File: config.mk
export PLATFORM = sky130hd
export DESIGN_NAME = circ_buf_trig_readout
export DESIGN_NICKNAME = d
export VERILOG_FILES = /design/src/rtl/cbuf_pkg.sv /design/src/rtl/cbuf_rd_fifo.sv /design/src/rtl/circ_buf_trig_readout.sv
export SDC_FILE = /design/constraint.sdc
export NUM_CORES = 1
export LEC_CHECK = 0
export CORE_ASPECT_RATIO = 1.2
export CORE_MARGIN = 2
export CORE_UTILIZATION = 25
export CTS_CLUSTER_DIAMETER = 100
export DETAILED_ROUTE_END_ITERATION = 6
export MAX_ROUTING_LAYER = met4
export PLACE_DENSITY = 0.48
export SETUP_SLACK_MARGIN = 0.3
export SLEW_MARGIN = 20
export SYNTH_ARGS = -nofsm -noshare
export SYNTH_HDL_FRONTEND = slang
export SYNTH_SLANG_ARGS = --single-unit
File: constraint.sdc
create_clock -name adc_clk -period 2.6 [get_ports adc_clk]
set_input_delay 0.78 -clock adc_clk [delete_from_list [all_inputs] [get_ports adc_clk]]
set_output_delay 0.78 -clock adc_clk [all_outputs]
set_load 0.05 [all_outputs]
File: src/rtl/cbuf_pkg.sv
// Shared widths, FIFO sizing and FSM state encoding for the circular-buffer triggered readout.
package cbuf_pkg;

  localparam int ADDR_W     = 16;
  localparam int DATA_W     = 26;
  localparam int FIFO_DEPTH = 4;
  localparam int FIFO_PTR_W = $clog2(FIFO_DEPTH);
  localparam int FIFO_CNT_W = $clog2(FIFO_DEPTH + 1);

  typedef logic [1:0] state_t;

  localparam state_t ST_IDLE  = 2'd0;
  localparam state_t ST_POST  = 2'd1;
  localparam state_t ST_READ  = 2'd2;
  localparam state_t ST_DRAIN = 2'd3;

endpackage

File: src/rtl/cbuf_rd_fifo.sv
// 4-entry synchronous FIFO holding returned read words plus their last flag.
// Push is ignored when full and pop is ignored when empty; head word is visible combinationally.
module cbuf_rd_fifo #(
  parameter int W = cbuf_pkg::DATA_W + 1
) (
  input  logic                            adc_clk,
  input  logic                            reset_clk_adc_n,
  input  logic                            push_vld,
  input  logic [W-1:0]                    push_dat,
  input  logic                            pop_rdy,
  output logic [W-1:0]                    pop_dat,
  output logic [cbuf_pkg::FIFO_CNT_W-1:0] count,
  output logic                            full,
  output logic                            empty
);
  import cbuf_pkg::*;

  logic [W-1:0]          mem [FIFO_DEPTH];
  logic [FIFO_PTR_W-1:0] wr_ptr;
  logic [FIFO_PTR_W-1:0] rd_ptr;
  logic                  do_push;
  logic                  do_pop;

  assign do_push = push_vld && !full;
  assign do_pop  = pop_rdy && !empty;

  always_ff @(posedge adc_clk or negedge reset_clk_adc_n) begin
    if (!reset_clk_adc_n) begin
      wr_ptr <= '0;
      rd_ptr <= '0;
      count  <= '0;
    end else begin
      if (do_push) wr_ptr <= wr_ptr + 1'b1;
      if (do_pop)  rd_ptr <= rd_ptr + 1'b1;
      case ({do_push, do_pop})
        2'b10:   count <= count + 1'b1;
        2'b01:   count <= count - 1'b1;
        default: count <= count;
      endcase
    end
  end

  // Storage needs no reset: the count alone decides what is valid.
  always_ff @(posedge adc_clk) begin
    if (do_push) mem[wr_ptr] <= push_dat;
  end

  assign pop_dat = mem[rd_ptr];
  assign full    = (count == FIFO_CNT_W'(FIFO_DEPTH));
  assign empty   = (count == '0);

endmodule

File: src/rtl/circ_buf_trig_readout.sv
// Captures a pre/post-trigger window from the ADC circular buffer and streams it out valid/ready.
// First word RD_LAT+1 cycles after READ starts; reads stall so FIFO plus in-flight never exceeds 4.
module circ_buf_trig_readout #(
  parameter int ADDR_W = cbuf_pkg::ADDR_W,
  parameter int DATA_W = cbuf_pkg::DATA_W,
  parameter int RD_LAT = 2,
  parameter int MISS_W = 8
) (
  input  logic              adc_clk,
  input  logic              reset_clk_adc_n,
  input  logic              cbuf_wr_en,
  input  logic [ADDR_W-1:0] circ_buf_wr_addr,
  input  logic              trig_pulse,
  input  logic [ADDR_W-1:0] pre_trig_len,
  input  logic [ADDR_W-1:0] window_len,
  output logic [ADDR_W-1:0] circ_buf_rd_addr,
  input  logic [DATA_W-1:0] circ_buf_rd_dat,
  output logic [DATA_W-1:0] out_dat,
  output logic              out_valid,
  input  logic              out_ready,
  output logic              out_last,
  output logic              busy,
  output logic [MISS_W-1:0] trig_missed_cnt
);
  import cbuf_pkg::*;

  localparam int MW1 = MISS_W + 1;

  state_t                state;
  logic [ADDR_W-1:0]     rd_addr;
  logic [ADDR_W-1:0]     post_left;
  logic [ADDR_W-1:0]     rd_left;
  logic [ADDR_W-1:0]     push_left;
  logic [RD_LAT-1:0]     vld_sr;
  logic [MISS_W-1:0]     miss_cnt;
  logic [MW1-1:0]        miss_sum;

  logic [ADDR_W-1:0]     pre_clamp;
  logic [ADDR_W-1:0]     start_addr;
  logic                  accept;
  logic                  reject;
  logic                  abort;
  logic                  issue;
  logic                  push_vld;
  logic                  push_last;

  logic [FIFO_CNT_W-1:0] fifo_count;
  logic [FIFO_CNT_W-1:0] in_flight;
  logic                  fifo_full;
  logic                  fifo_empty;
  logic [DATA_W:0]       fifo_head;

  assign pre_clamp  = (pre_trig_len < window_len) ? pre_trig_len : window_len;
  assign start_addr = circ_buf_wr_addr - pre_clamp;

  assign accept = (state == ST_IDLE) && trig_pulse && cbuf_wr_en && (window_len != '0);
  assign reject = trig_pulse && !accept;
  assign abort  = (state == ST_POST) && !cbuf_wr_en;

  always_comb begin
    in_flight = '0;
    for (int i = 0; i < RD_LAT; i++) begin
      in_flight = in_flight + FIFO_CNT_W'(vld_sr[i]);
    end
  end

  // Only issue when every outstanding read already has a FIFO slot reserved.
  assign issue = (state == ST_READ) && !fifo_full &&
                 ((fifo_count + in_flight) < FIFO_CNT_W'(FIFO_DEPTH));

  assign push_vld  = vld_sr[RD_LAT-1];
  assign push_last = (push_left == ADDR_W'(1));

  always_ff @(posedge adc_clk or negedge reset_clk_adc_n) begin
    if (!reset_clk_adc_n) begin
      state     <= ST_IDLE;
      rd_addr   <= '0;
      post_left <= '0;
      rd_left   <= '0;
    end else begin
      case (state)
        ST_IDLE: begin
          if (accept) begin
            rd_addr   <= start_addr;
            post_left <= window_len - pre_clamp;
            rd_left   <= window_len;
            state     <= (window_len != pre_clamp) ? ST_POST : ST_READ;
          end
        end
        ST_POST: begin
          if (abort) begin
            state <= ST_IDLE;
          end else begin
            post_left <= post_left - 1'b1;
            if (post_left == ADDR_W'(1)) state <= ST_READ;
          end
        end
        ST_READ: begin
          if (issue) begin
            rd_addr <= rd_addr + 1'b1;
            rd_left <= rd_left - 1'b1;
            if (rd_left == ADDR_W'(1)) state <= ST_DRAIN;
          end
        end
        default: begin
          if ((in_flight == '0) && fifo_empty) state <= ST_IDLE;
        end
      endcase
    end
  end

  always_ff @(posedge adc_clk or negedge reset_clk_adc_n) begin
    if (!reset_clk_adc_n) begin
      push_left <= '0;
    end else if (accept) begin
      push_left <= window_len;
    end else if (push_vld) begin
      push_left <= push_left - 1'b1;
    end
  end

  always_ff @(posedge adc_clk or negedge reset_clk_adc_n) begin
    if (!reset_clk_adc_n) begin
      vld_sr <= '0;
    end else begin
      vld_sr[0] <= issue;
      for (int i = 1; i < RD_LAT; i++) begin
        vld_sr[i] <= vld_sr[i-1];
      end
    end
  end

  // A rejected trigger and a POST abort can land in the same cycle.
  assign miss_sum = {1'b0, miss_cnt} + MW1'(reject) + MW1'(abort);

  always_ff @(posedge adc_clk or negedge reset_clk_adc_n) begin
    if (!reset_clk_adc_n) begin
      miss_cnt <= '0;
    end else if (miss_sum[MISS_W]) begin
      miss_cnt <= '1;
    end else begin
      miss_cnt <= miss_sum[MISS_W-1:0];
    end
  end

  cbuf_rd_fifo #(
    .W (DATA_W + 1)
  ) u_rd_fifo (
    .adc_clk         (adc_clk),
    .reset_clk_adc_n (reset_clk_adc_n),
    .push_vld        (push_vld),
    .push_dat        ({push_last, circ_buf_rd_dat}),
    .pop_rdy         (out_ready),
    .pop_dat         (fifo_head),
    .count           (fifo_count),
    .full            (fifo_full),
    .empty           (fifo_empty)
  );

  assign circ_buf_rd_addr = rd_addr;
  assign out_valid        = !fifo_empty;
  assign out_dat          = fifo_empty ? '0 : fifo_head[DATA_W-1:0];
  assign out_last         = !fifo_empty && fifo_head[DATA_W];
  assign busy             = (state != ST_IDLE);
  assign trig_missed_cnt  = miss_cnt;

endmodule
* Word-level counts from Yosys, hierarchy flattened *
Memory sizes are Yosys's and may differ from the RTL's.
Index checks and enable logic that the tools add are counted.

operators by class
  order comparisons = 2
  multiplexer cells = 25
  add/sub/neg operators = 14
  equal/unequal tests = 14
  reduce and logical (&&, ||, !) cells = 28

operators by type and width
  cell                                                                     count
  16-bit 2-to-1 mux                                                        9
  16-bit one-hot mux with 2 select lines                                   3
  16-bit by 1-bit equality test with 1-bit output (second input constant)  3
  16-bit by 1-bit subtractor with 16-bit output (second input constant)    3
  16-bit subtractor                                                        2
  26-bit 2-to-1 mux                                                        1
  16-bit by 1-bit adder with 16-bit output (second input constant)         1
  16-bit < comparator                                                      1
  16-bit inequality test                                                   1
  16-bit nonzero test                                                      1
  2-bit 2-to-1 mux                                                         7
  1-bit logical AND                                                        11
  2-bit nonzero test                                                       5
  8-bit by 1-bit adder with 9-bit output                                   1
  9-bit by 1-bit adder with 9-bit output                                   1
  8-bit 2-to-1 mux                                                         1
  3-bit logical NOT                                                        2
  2-bit inequality test (second input constant)                            3
  2-bit one-hot mux with 3 select lines                                    1
  3-bit one-hot mux with 2 select lines                                    1
  3-bit AND reduction                                                      2
  5-bit AND reduction                                                      1
  2-bit by 1-bit adder with 2-bit output (second input constant)           2
  2-bit by 1-bit equality test with 1-bit output (second input constant)   2
  13 further kinds                                                         18

word-level totals
  RAM bits = 108
  flip-flop bits (word level) = 83
  word-level logic and storage cells = 94
  bits of input ports = 79
  output and inout port bits = 53
  memories = 1

memory list
  name           depth  width  rd ports  clocked after Yosys merged registers in  wr ports  line                RTL
  u_rd_fifo.mem  4      27     1         0                                        1         cbuf_rd_fifo.sv:18  logic [W-1:0] mem [FIFO_DEPTH];

* Longest topological paths before layout *
Gate-level depths: netlist (run 1).

  depth after elaboration = 9
  gate-level depth with buffers = 24
  gate-level depth less buffers = 21

* Modules after synthesis *
Synthesis (run 1) repeated with hierarchy kept, for this count alone.

unflattened totals
  cells, all modules = 1075
  area, all modules = 11239.5 µm²

modules (own cells, without submodules)
  module                 area an instance (µm²)  instances  cells each  seq. area each (µm²)
  circ_buf_trig_readout  6909.1                  1          897         1901.8
  cbuf_rd_fifo           4330.4                  1          178         3418.3

* Worst setup path before layout (run 1) *
No wires, ideal clock.

  path kind = input -> register
  from = in window_len[10]
  to = reg rd_addr[14] (netlist: circ_buf_rd_addr[14])
  slack = -3231 ps
  library setup time = 141 ps
  cell stages on the path = 23
  arrival time = 5690 ps
  required time = 2459 ps
  buffers on the path = 3
  path through = clkbuf_1 -> inv_1 -> ha_1 -> nand4_1 -> or4_4 -> o32ai_4 -> nor3_2 -> clkbuf_1 -> clkbuf_1 -> o21ai_0 -> ha_1 -> inv_1 -> ha_1 -> a21o_1 -> a21o_1 -> a21o_1 -> a21o_1 -> a41o_1 -> maj3_2 -> o21ai_4 -> a21oi_1 -> a2111oi_4 -> a221oi_1

on the way
  word-level cells in the longest chain between the ends = 5
  elaborated cells between the ends (all ways) = 9
  those cells by class = add/sub (1); order compare (1); eq/ne (1); mux (3); reduce/logical (3)

ends and longest elaborated chain
  what                                    line                          RTL
  start: declaration                      circ_buf_trig_readout.sv:15   input logic [ADDR_W-1:0] window_len,
  16-bit < comparator                     circ_buf_trig_readout.sv:53   assign pre_clamp = (pre_trig_len < window_len) ? pre_trig_len : window_len;
  16-bit 2-to-1 mux                       circ_buf_trig_readout.sv:53
  16-bit subtractor                       circ_buf_trig_readout.sv:54   assign start_addr = circ_buf_wr_addr - pre_clamp;
  16-bit 2-to-1 mux                       circ_buf_trig_readout.sv:83   if (accept) begin
  16-bit one-hot mux with 2 select lines  circ_buf_trig_readout.sv:81   case (state)
  end signal: assignment                  circ_buf_trig_readout.sv:84   rd_addr <= start_addr;
  end signal: assignment                  circ_buf_trig_readout.sv:100  rd_addr <= rd_addr + 1'b1;
  end: declaration                        circ_buf_trig_readout.sv:30   logic [ADDR_W-1:0] rd_addr;

Several ways; a longest one is shown, not always the timed one. The select of a mux whose other input is x is not followed.
A chain may end at the register's enable or synchronous reset.

* Final worst setup path (run 1) *
  from = in pre_trig_len[9]
  to = reg rd_addr[14] (netlist: circ_buf_rd_addr[14])

on the way
  word-level cells in the longest chain between the ends = 5

ends and longest elaborated chain
  what                                      line                         RTL
  start: declaration                        circ_buf_trig_readout.sv:14  input logic [ADDR_W-1:0] pre_trig_len,
  16-bit < comparator                       circ_buf_trig_readout.sv:53
  16-bit 2-to-1 mux *                       circ_buf_trig_readout.sv:53
  16-bit subtractor *                       circ_buf_trig_readout.sv:54
  16-bit 2-to-1 mux *                       circ_buf_trig_readout.sv:83
  16-bit one-hot mux with 2 select lines *  circ_buf_trig_readout.sv:81

Every way passes the cells marked *; elsewhere a longest branch is shown, timed or not. The select of a mux whose other input is x is not followed.

==> summary.txt, run 1 <==
Setup path
  • WP data arrival: 4.97 ns
  • Worst path required time: 2.92 ns
  • Setup crit end kind: flop
  • CP cell instances: clkdlybuf4s15_2 > ha_1 > nand4_1 > or4_4 > o32ai_4 > nor3_4 > buf_4 > buf_6 > buf_6 > a21oi_4 > ha_1 > a21o_1 > a21o_1 > a41o_1 > maj3_2 > o21ai_4 > a21oi_2 > a2111oi_4 > a221oi_1
  • Critical path type: in -> reg
  • Max incr delay on CP: 0.46 ns
  • Critical path buffer and inverter count: 4
  • Setup crit start kind: input port
  • Max stage delay cell, worst path: or4_4
  • CP max FO: 7
  • Delay-heaviest family, CP: compound AO/OA/AOI/OAI gates

Clock tree
  • Htree depth: 4
  • Number of buffers created by CTS: 17
  • # clock sinks: 191
  • Worst-Skew Late Latency: 0.46 ns
  • CTS max path bufs: 2
  • CTS root buf: clkbuf_16
  • CTS tree: done
  • Clock transition at the registers of the reported paths: 0.08 ns

Drt
  • Drt initial violations: 432
  • Via count: 9944
  • WL met1: 15700 µm
  • Met3 routed WL: 1560 µm
  • Total Wirelength: 38200 µm
  • Remaining DRCs: 0
  • Drt pass-1 iters: 5
  • Routed len/inst: 19.0 µm
  • Met2 wire length: 19500 µm
  • Routed Antenna Nets: 0
  • DR vias/cell: 4.93
  • Uppermost routed layer: met4

Logic synthesis
  • Syn nets: 1214
  • Post-synth ARST share: 43.5%
  • Number of enable flip-flop cells after synthesis: 108
  • Yosys warning count: 0
  • Syn Inst Count: 1076
  • Synth unique cells: 67
  • Mean post-synth cell area: 10.4 µm²
  • Post-synthesis sequential area ratio: 47.7%
  • Count of state elements after synthesis: 191
  • Mapped Area: 11200 µm²
  • Ys flop type: edfxtp_1

Global routing
  • GRT overflow: 0
  • Largest net degree at the start of global routing: 34
  • Initial antenna violation count: 0
  • Vias in the first global route: 10200
  • First-pass GRT wire length: 58700 µm
  • Total track usage: 17.1%

Placed design
  • DP Worst Slack: -3.09 ns
  • Final RePlAce weighted congestion: 0.893
  • I/O Buffers: 131
  • DP Wirelength: 28100 µm
  • Placed cell count: 1941

Timing
  • Clk_skew: 0.0111 ns
  • Fin. Hold Viols: 0
  • Max Slew Vio Count: 0
  • RSZ-0062 raised after global routing: yes
  • Worst Tran Pin Value: 0.882 ns
  • Worst slew margin: 40.4%
  • Final cycle utilization of the critical path: 179%
  • Final Setup Violations: 68
  • WHS: 0.269 ns
  • Post-route worst setup slack: -2.06 ns
  • Post-layout minimum cycle time: 4.66 ns
  • F_max: 215 MHz

Status
  • Violated checks: setup timing
  • Status: finished with violations

Power
  • Leak: 6.72 nW
  • Worst VDD drop: 594 µV
  • Pwr per Cell Area: 1030 nW/µm²

Final layout
  • Fillers: 4346
  • Area of the multi-input gates: 6650 µm²
  • Most frequent cells in the layout: buf_4, edfxtp_1, nand2_1
  • Nets@finish: 1581
  • Layout cells sized above 1: 39.6%
  • Storage element area: 5330 µm²
  • Ant diodes: 0
  • Layout area overhead: 53.8%
  • Commonest non-fill, non-tap cell in the layout: buf_4
  • Final cell count without fillers: 2015

Floorplan
  • Core outline area: 43900 µm²
  • Die Ht: 235 µm
  • Die width: 197 µm
  • Top Ports: 132
  • Rows: 84
  • Starting Density: 25.4%
  • Die ar.: 46300 µm²

Worst hold path
  • HP Class: in -> async

Run
  • Max-cap violations: 0
## worst reg2reg max path: stages (launching register included)
cell     delay (ns)
dfrtp_1        0.39
buf_4          0.14
inv_1          0.14
ha_4           0.24
a31oi_2        0.15
o21ai_2        0.09
buf_4          0.16
or4_1          0.59
a31oi_1        0.30
a21oi_1        0.11
a21oi_1        0.12
## per-layer routing
layer  global-route usage (%)  vias to the layer above
li1                         -                     4749
met1                     19.6                     4870
met2                     29.4                      243
met3                     3.12                       82
met4                     6.99                        0
met5                        -                        -
## state kept, by name, indices dropped and copies added (netlist names)
signal            cells
circ_buf_rd_addr     16
post_left            16
push_left            16
rd_left              16
state                 2
trig_missed_cnt       8
u_rd_fifo.count       3
u_rd_fifo.mem       108
u_rd_fifo.rd_ptr      2
u_rd_fifo.wr_ptr      2
vld_sr                2
## final timing paths
check	endpoint	startpoint	slack [ns]	cells after the start
setup / recovery	circ_buf_rd_addr[14]	pre_trig_len[9]	-2.06	19
hold / removal	trig_missed_cnt[6]	reset_clk_adc_n	0.27	1
setup reg to reg	state[1]	vld_sr[1]	0.10	10
hold reg to reg	vld_sr[1]	vld_sr[0]	0.51	1
max in group asynchronous	circ_buf_rd_addr[10]	reset_clk_adc_n	1.72	2
min in group adc_clk	vld_sr[1]	vld_sr[0]	0.51	1
## report_power, final
| group | total [W] | switching (W) | internal (W) |
|---|---|---|---|
| clock network | 0.00271 | 0.00139 | 0.00132 |
| registers | 0.00473 | 0.000711 | 0.00402 |
| logic | 0.0103 | 0.00555 | 0.00471 |
| total | 0.0177 | 0.00766 | 0.0100 |
## cell type report
type / count / share of cell area (%)
multi-input combinational: 787 / 38.8
tap: 559 / 4.08
inverter: 54 / 1.34
clock inverter: 15 / 1.10
sequential: 191 / 31.1
clock buffer: 17 / 2.48
timing repair buffer: 392 / 21.2
## timing repair
action,4_1_cts,5_1_grt
hold buffers,0,0
resized for setup,340,94
pin swaps,96,59
cloned,4,0
setup endpoints to repair,126,121
buffers inserted,30,8
hold endpoints to repair,0,0
## cell usage after synthesis (22+ instances only)
cell type,count,area share [%]
edfxtp_1,108,29
o21ai_0,100,4.5
a21oi_1,92,4.1
nand2_1,88,3.0
dfrtp_1,83,19
nor2_1,76,2.6
ha_1,57,6.4
inv_1,54,1.8
clkbuf_1,41,1.4
and2_1,38,2.1
xnor2_1,31,2.4
nand3_1,28,1.3
mux4_2,27,5.5
nor3_1,26,1.2
xor2_1,22,1.7
## per-stage QoR
step / instance area, µm² / setup TNS [ns] / utilization (%) / power (W)
CTS: 16700 / -46.45 / 38.1 / 0.0174
global placement: 15000 / -102.32 / 34.1 / 0.0133
global route: 17200 / -55.35 / 39.0 / 0.0188
finish: 17200 / -48.08 / 39.0 / 0.0177
floorplan: 11600 / -60.54 / - / 0.0102
detailed placement: 15000 / -102.76 / 34.1 / 0.0133
## cell families after synthesis
kind of cell | after synthesis | share of synthesized area [%]
AND/OR/NAND/NOR | 334 | 14.8
AO/OA/AOI/OAI | 309 | 17.4
adder cells (fa/ha/maj) | 60 | 6.85
buffers and inverters | 98 | 3.30
XOR/XNOR | 53 | 4.16
multiplexers | 31 | 5.84
flip-flops | 191 | 47.7
Power figures use the tool's default switching activity.
==> run 2: changes to the inputs <==
- PLACE_DENSITY: 0.48 -> 0.47
- clock period: 2.6 -> 5.35 ns (I/O delays scaled with it)
==> summary.txt, run 2 (synthesized netlist as in run 1, its figures left out) <==
Run
  • Max-cap violations: 0

Clock tree
  • Worst-Skew Late Latency: 0.46 ns
  • CTS root buf: clkbuf_16
  • # clock sinks: 191
  • CTS tree: done
  • Number of buffers created by CTS: 17
  • Clock transition at the registers of the reported paths: 0.08 ns
  • CTS max path bufs: 2
  • Hold buffers post-CTS: 0
  • Htree depth: 4

Setup path
  • CP cell instances: dlygate4sd2_1 > ha_4 > nand2_2 > or4_4 > o32ai_4 > nor3_4 > buf_6 > buf_12 > buf_8 > a21oi_4 > ha_4 > a21o_1 > a21o_1 > a21o_1 > a21o_1 > a41o_1 > maj3_2 > o21ai_4 > a211oi_2 > a2111oi_4 > a2111oi_2
  • Most frequent CP cell: a21o_1
  • Critical path type: in -> reg
  • Max stage delay cell, worst path: or4_4
  • Worst path required time: 5.68 ns
  • Delay-heaviest family, CP: compound AO/OA/AOI/OAI gates
  • Critical path buffer and inverter count: 4
  • Setup crit start kind: input port
  • Setup crit end kind: flop
  • WP data arrival: 5.99 ns
  • CP max FO: 5
  • Max incr delay on CP: 0.54 ns

Final layout
  • Most frequent cells in the layout: buf_4, edfxtp_1, clkdlybuf4s50_1
  • Nets@finish: 1512
  • Layout area overhead: 42.6%
  • Max FFs per register: 108
  • Layout cells sized above 1: 28.1%
  • Util after Layout: 36.2%
  • Largest Register: u_rd_fifo.mem
  • Commonest non-fill, non-tap cell in the layout: buf_4

Global routing
  • First-pass GRT wire length: 56800 µm
  • Total track usage: 16.6%
  • Vias in the first global route: 9739
  • Initial antenna violation count: 3
  • Largest net degree at the start of global routing: 56
  • GRT overflow: 0

Timing
  • Post-route worst setup slack: -0.305 ns
  • Fin. Hold Viols: 0
  • Setup TNS: -1.06 ns
  • Post-layout minimum cycle time: 5.65 ns
  • WHS: 0.412 ns
  • Final Setup Violations: 7
  • Clk_skew: 0.0121 ns
  • Final cycle utilization of the critical path: 106%
  • Worst Tran Pin Value: 0.832 ns
  • Max Slew Vio Count: 0
  • F_max: 177 MHz
  • RSZ-0062 raised after global routing: yes
  • Worst slew margin: 44.5%

Power
  • Pwr per Cell Area: 485 nW/µm²
  • Worst VDD drop: 318 µV
  • Overall power: 0.00771 W
  • Leak: 6.03 nW

Floorplan
  • Die ar.: 46300 µm²
  • Rows: 84
  • Top Ports: 132
  • Die width: 197 µm
  • Die Ht: 235 µm
  • Core outline area: 43900 µm²
  • Starting Density: 25.4%

Drt
  • Drt initial violations: 483
  • Remaining DRCs: 0
  • Drt pass-1 iters: 7
  • Routed Antenna Nets: 0
  • Via count: 9577
  • Routed len/inst: 18.9 µm
  • DR vias/cell: 4.92
  • Total Wirelength: 36900 µm

Placed design
  • DP Worst Slack: -1.31 ns
  • DP Wirelength: 27700 µm
  • Final RePlAce weighted congestion: 0.905
  • I/O Buffers: 131

Status
  • Violated checks: setup timing
  • Status: finished with violations

Worst hold path
  • HP Class: reg -> reg
## run 2: final timing paths
check	start	end	slack, ns	depth (start not counted)
min reg2reg	vld_sr[0]	vld_sr[1]	0.41	0
max in group asynchronous	reset_clk_adc_n	post_left[11]	3.19	2
min in group asynchronous	reset_clk_adc_n	circ_buf_rd_addr[2]	1.19	1
max	pre_trig_len[7]	circ_buf_rd_addr[12]	-0.30	21
min	vld_sr[0]	vld_sr[1]	0.41	0
max reg2reg	vld_sr[1]	circ_buf_rd_addr[15]	2.27	12
## run 2: final cells by class
class	instances	area, µm²
Fill cell	4412	28000
Multi-Input combinational cell	787	6240
Sequential cell	191	5320
Timing Repair Buffer	323	2810
Tap cell	559	699
Clock buffer	17	425
Inverter	54	223
Clock inverter	15	180
Antenna cell	2	5.00
## run 2: per-stage QoR
stage	cells	instance area [µm²]
2_1_floorplan	1076	11400
3_3_place_gp	1887	14500
3_5_place_dp	1887	14500
4_1_cts	1941	15600
5_1_grt	1948	15900
6_report	1948	15900
## run 2: power breakdown
part / leakage, nW / switching [W] / internal [W]
registers: 1.96 / 0.000392 / 0.00195
logic: 3.79 / 0.00240 / 0.00166
clock network: 0.289 / 0.000669 / 0.000634
total: 6.03 / 0.00346 / 0.00424
## run 2: what timing repair did
action / 4_1_cts / 5_1_grt
pin swaps: 53 / 40
resized for setup: 141 / 48
setup endpoints to repair: 26 / 25
cloned: 1 / 0
setup buffers: 21 / 5
## run 2: worst register-to-register path, delay by kind of cell, from the launching register on
family,cells,cell delay [ns]
AOI/OAI and AO/OA,7,1.03
adders and majority gates,2,0.52
buffers and inverters,1,0.18
DFF,1,0.48
and+or+nand+nor,2,0.76
## run 2: metal layers
metal / up-vias / part of all wire [%] / global-route usage, %
met5: - / 0 / -
met4: 0 / 3.1 / 5.99
met3: 61 / 3.4 / 2.97
met2: 225 / 50 / 28.2
met1: 4685 / 43 / 19.5
li1: 4606 / - / -
==> run 3: changes to the inputs <==
- CTS_CLUSTER_SIZE: not set -> 30
- SKIP_LAST_GASP: not set -> 1
==> summary.txt, run 3 (synthesized netlist as in run 1, its figures left out) <==
Status
  • Violated checks: setup timing
  • Status: finished with violations

Power
  • Internal power: 0.00424 W
  • Leak: 6.03 nW
  • Worst VDD drop: 318 µV
  • Pwr per Cell Area: 485 nW/µm²
  • NetSw: 0.00346 W
  • Sequential Power Share: 30.4%
  • Comb power frac: 52.7%
  • Clk pwr share: 16.9%
  • Sw Share: 44.9%
  • Overall power: 0.00770 W

Final layout
  • Nets@finish: 1511
  • Most frequent cells in the layout: buf_4, edfxtp_1, clkdlybuf4s50_1
  • Largest Register: u_rd_fifo.mem
  • Fillers: 4414
  • Layout cells sized above 1: 27.7%
  • Layout area overhead: 42.4%
  • Commonest non-fill, non-tap cell in the layout: buf_4
  • Max FFs per register: 108

Clock tree
  • CTS tree: done
  • Hold buffers post-CTS: 0
  • Number of buffers created by CTS: 17
  • Worst-Skew Late Latency: 0.46 ns
  • # clock sinks: 191
  • CTS root buf: clkbuf_16
  • Clock transition at the registers of the reported paths: 0.08 ns
  • CTS max path bufs: 2
  • Htree depth: 4

Setup path
  • R2R Path End: circ_buf_rd_addr[15]
  • Setup crit end kind: flop
  • Flop2flop setup slack: 2.26 ns
  • CP cell instances: dlygate4sd2_1 > ha_4 > nand2_2 > or4_4 > o32ai_4 > nor3_4 > buf_6 > buf_12 > buf_8 > a21oi_4 > ha_4 > a21o_1 > a21o_1 > a21o_1 > a21o_1 > a41o_1 > maj3_2 > o21ai_4 > a211oi_2 > a2111oi_4 > a2111oi_2
  • CP max FO: 5
  • Most frequent CP cell: a21o_1
  • Max incr delay on CP: 0.54 ns
  • Setup crit start kind: input port
  • Worst path required time: 5.68 ns
  • Worst-case reg-to-reg path depth: 12
  • WP data arrival: 5.97 ns
  • Critical path type: in -> reg
  • Max stage delay cell, worst path: or4_4
  • Worst R2R Start: vld_sr[1]

Drt
  • DR vias/cell: 4.91
  • Drt pass-1 iters: 7
  • Total Wirelength: 36800 µm
  • Routed Antenna Nets: 0
  • Routed len/inst: 18.9 µm
  • Drt initial violations: 520
  • Via count: 9554
  • Remaining DRCs: 0

Timing
  • Final Setup Violations: 8
  • Post-route worst setup slack: -0.288 ns
  • Final cycle utilization of the critical path: 105%
  • Worst Tran Pin Value: 0.829 ns
  • WHS: 0.412 ns
  • F_max: 177 MHz
  • Max Slew Vio Count: 0
  • Post-layout minimum cycle time: 5.64 ns
  • Setup TNS: -1.00 ns
  • Worst slew margin: 44.7%
  • Fin. Hold Viols: 0
  • RSZ-0062 raised after global routing: yes
  • Clk_skew: 0.0122 ns

Worst hold path
  • Hold wc startpoint: vld_sr[0]
  • Worst hold stages: 0
  • HP Class: reg -> reg
  • Hold EP: vld_sr[1]

Global routing
  • Total track usage: 16.6%
  • Vias in the first global route: 9739
  • First-pass GRT wire length: 56800 µm
  • Largest net degree at the start of global routing: 56
  • GRT overflow: 0
  • Initial antenna violation count: 3

Run
  • Max-cap violations: 0

Placed design
  • Final RePlAce weighted congestion: 0.905
  • DP Wirelength: 27700 µm
  • DP Worst Slack: -1.31 ns
  • I/O Buffers: 131

Floorplan
  • Die Ht: 235 µm
  • Rows: 84
  • Starting Density: 25.4%
  • Core outline area: 43900 µm²
  • Die ar.: 46300 µm²
  • Top Ports: 132
  • Die width: 197 µm
## run 3: how the worst max path moves through the flow
| stage | slack, ns | endpoint | from | cells past startpoint |
|---|---|---|---|---|
| after detailed placement | -1.31 | circ_buf_rd_addr[14] | window_len[12] | 21 |
| after global routing | -0.47 | circ_buf_rd_addr[12] | pre_trig_len[3] | 21 |
| final | -0.29 | circ_buf_rd_addr[12] | pre_trig_len[7] | 21 |
| after global placement | -1.24 | circ_buf_rd_addr[14] | window_len[12] | 21 |
| after floorplan | -0.75 | circ_buf_rd_addr[14] | window_len[15] | 22 |
| after CTS | -0.21 | circ_buf_rd_addr[12] | window_len[15] | 23 |
## run 3: timing repair
action	in CTS	in global routing
pin swaps	52	37
endpoints found under the setup margin	26	25
resized for setup	141	41
cloned	1	0
setup buffers	21	4
## run 3: routing by layer
metal,vias up,share of wire (%),track usage [%]
li1,4604,-,-
met1,4664,43,19.5
met2,225,50,28.2
met3,61,3.6,2.97
met4,0,3.1,5.99
met5,-,0,-
## run 3: stage by stage
step	cell area, µm²	cells	utilization [%]
floorplan	11400	1076	-
global placement	14500	1887	33.0
detailed placement	14500	1887	33.0
CTS	15600	1941	35.5
global route	15900	1947	36.2
finish	15900	1947	36.2
## run 3: worst max-delay path: cells and delay by family
family / cells / cell delay [ns]
adder cells (fa/ha/maj): 3 / 0.85
AO/OA/AOI/OAI: 11 / 2.19
buffers and inverters: 4 / 0.65
AND/OR/NAND/NOR: 3 / 0.68
## run 3: final cells by class
| cell class | count | area (µm²) | area share (%) |
|---|---|---|---|
| inverter | 54 | 223 | 1.40 |
| antenna | 2 | 5.00 | 0.0315 |
| sequential | 191 | 5320 | 33.5 |
| clock inverter | 15 | 180 | 1.13 |
| clock buffer | 17 | 425 | 2.68 |
| multi-input combinational | 787 | 6230 | 39.2 |
| timing repair buffer | 322 | 2800 | 17.6 |
| tap | 559 | 699 | 4.40 |
## run 3: power by group through the flow
stage / combinational (W) / clock [W] / sequential, W
2_1_floorplan: 0.00235 / 0 / 0.00250
3_3_place_gp: 0.00388 / 0 / 0.00237
3_5_place_dp: 0.00390 / 0 / 0.00237
4_1_cts: 0.00402 / 0.00134 / 0.00234
5_1_grt: 0.00439 / 0.00139 / 0.00240
6_report: 0.00406 / 0.00130 / 0.00234
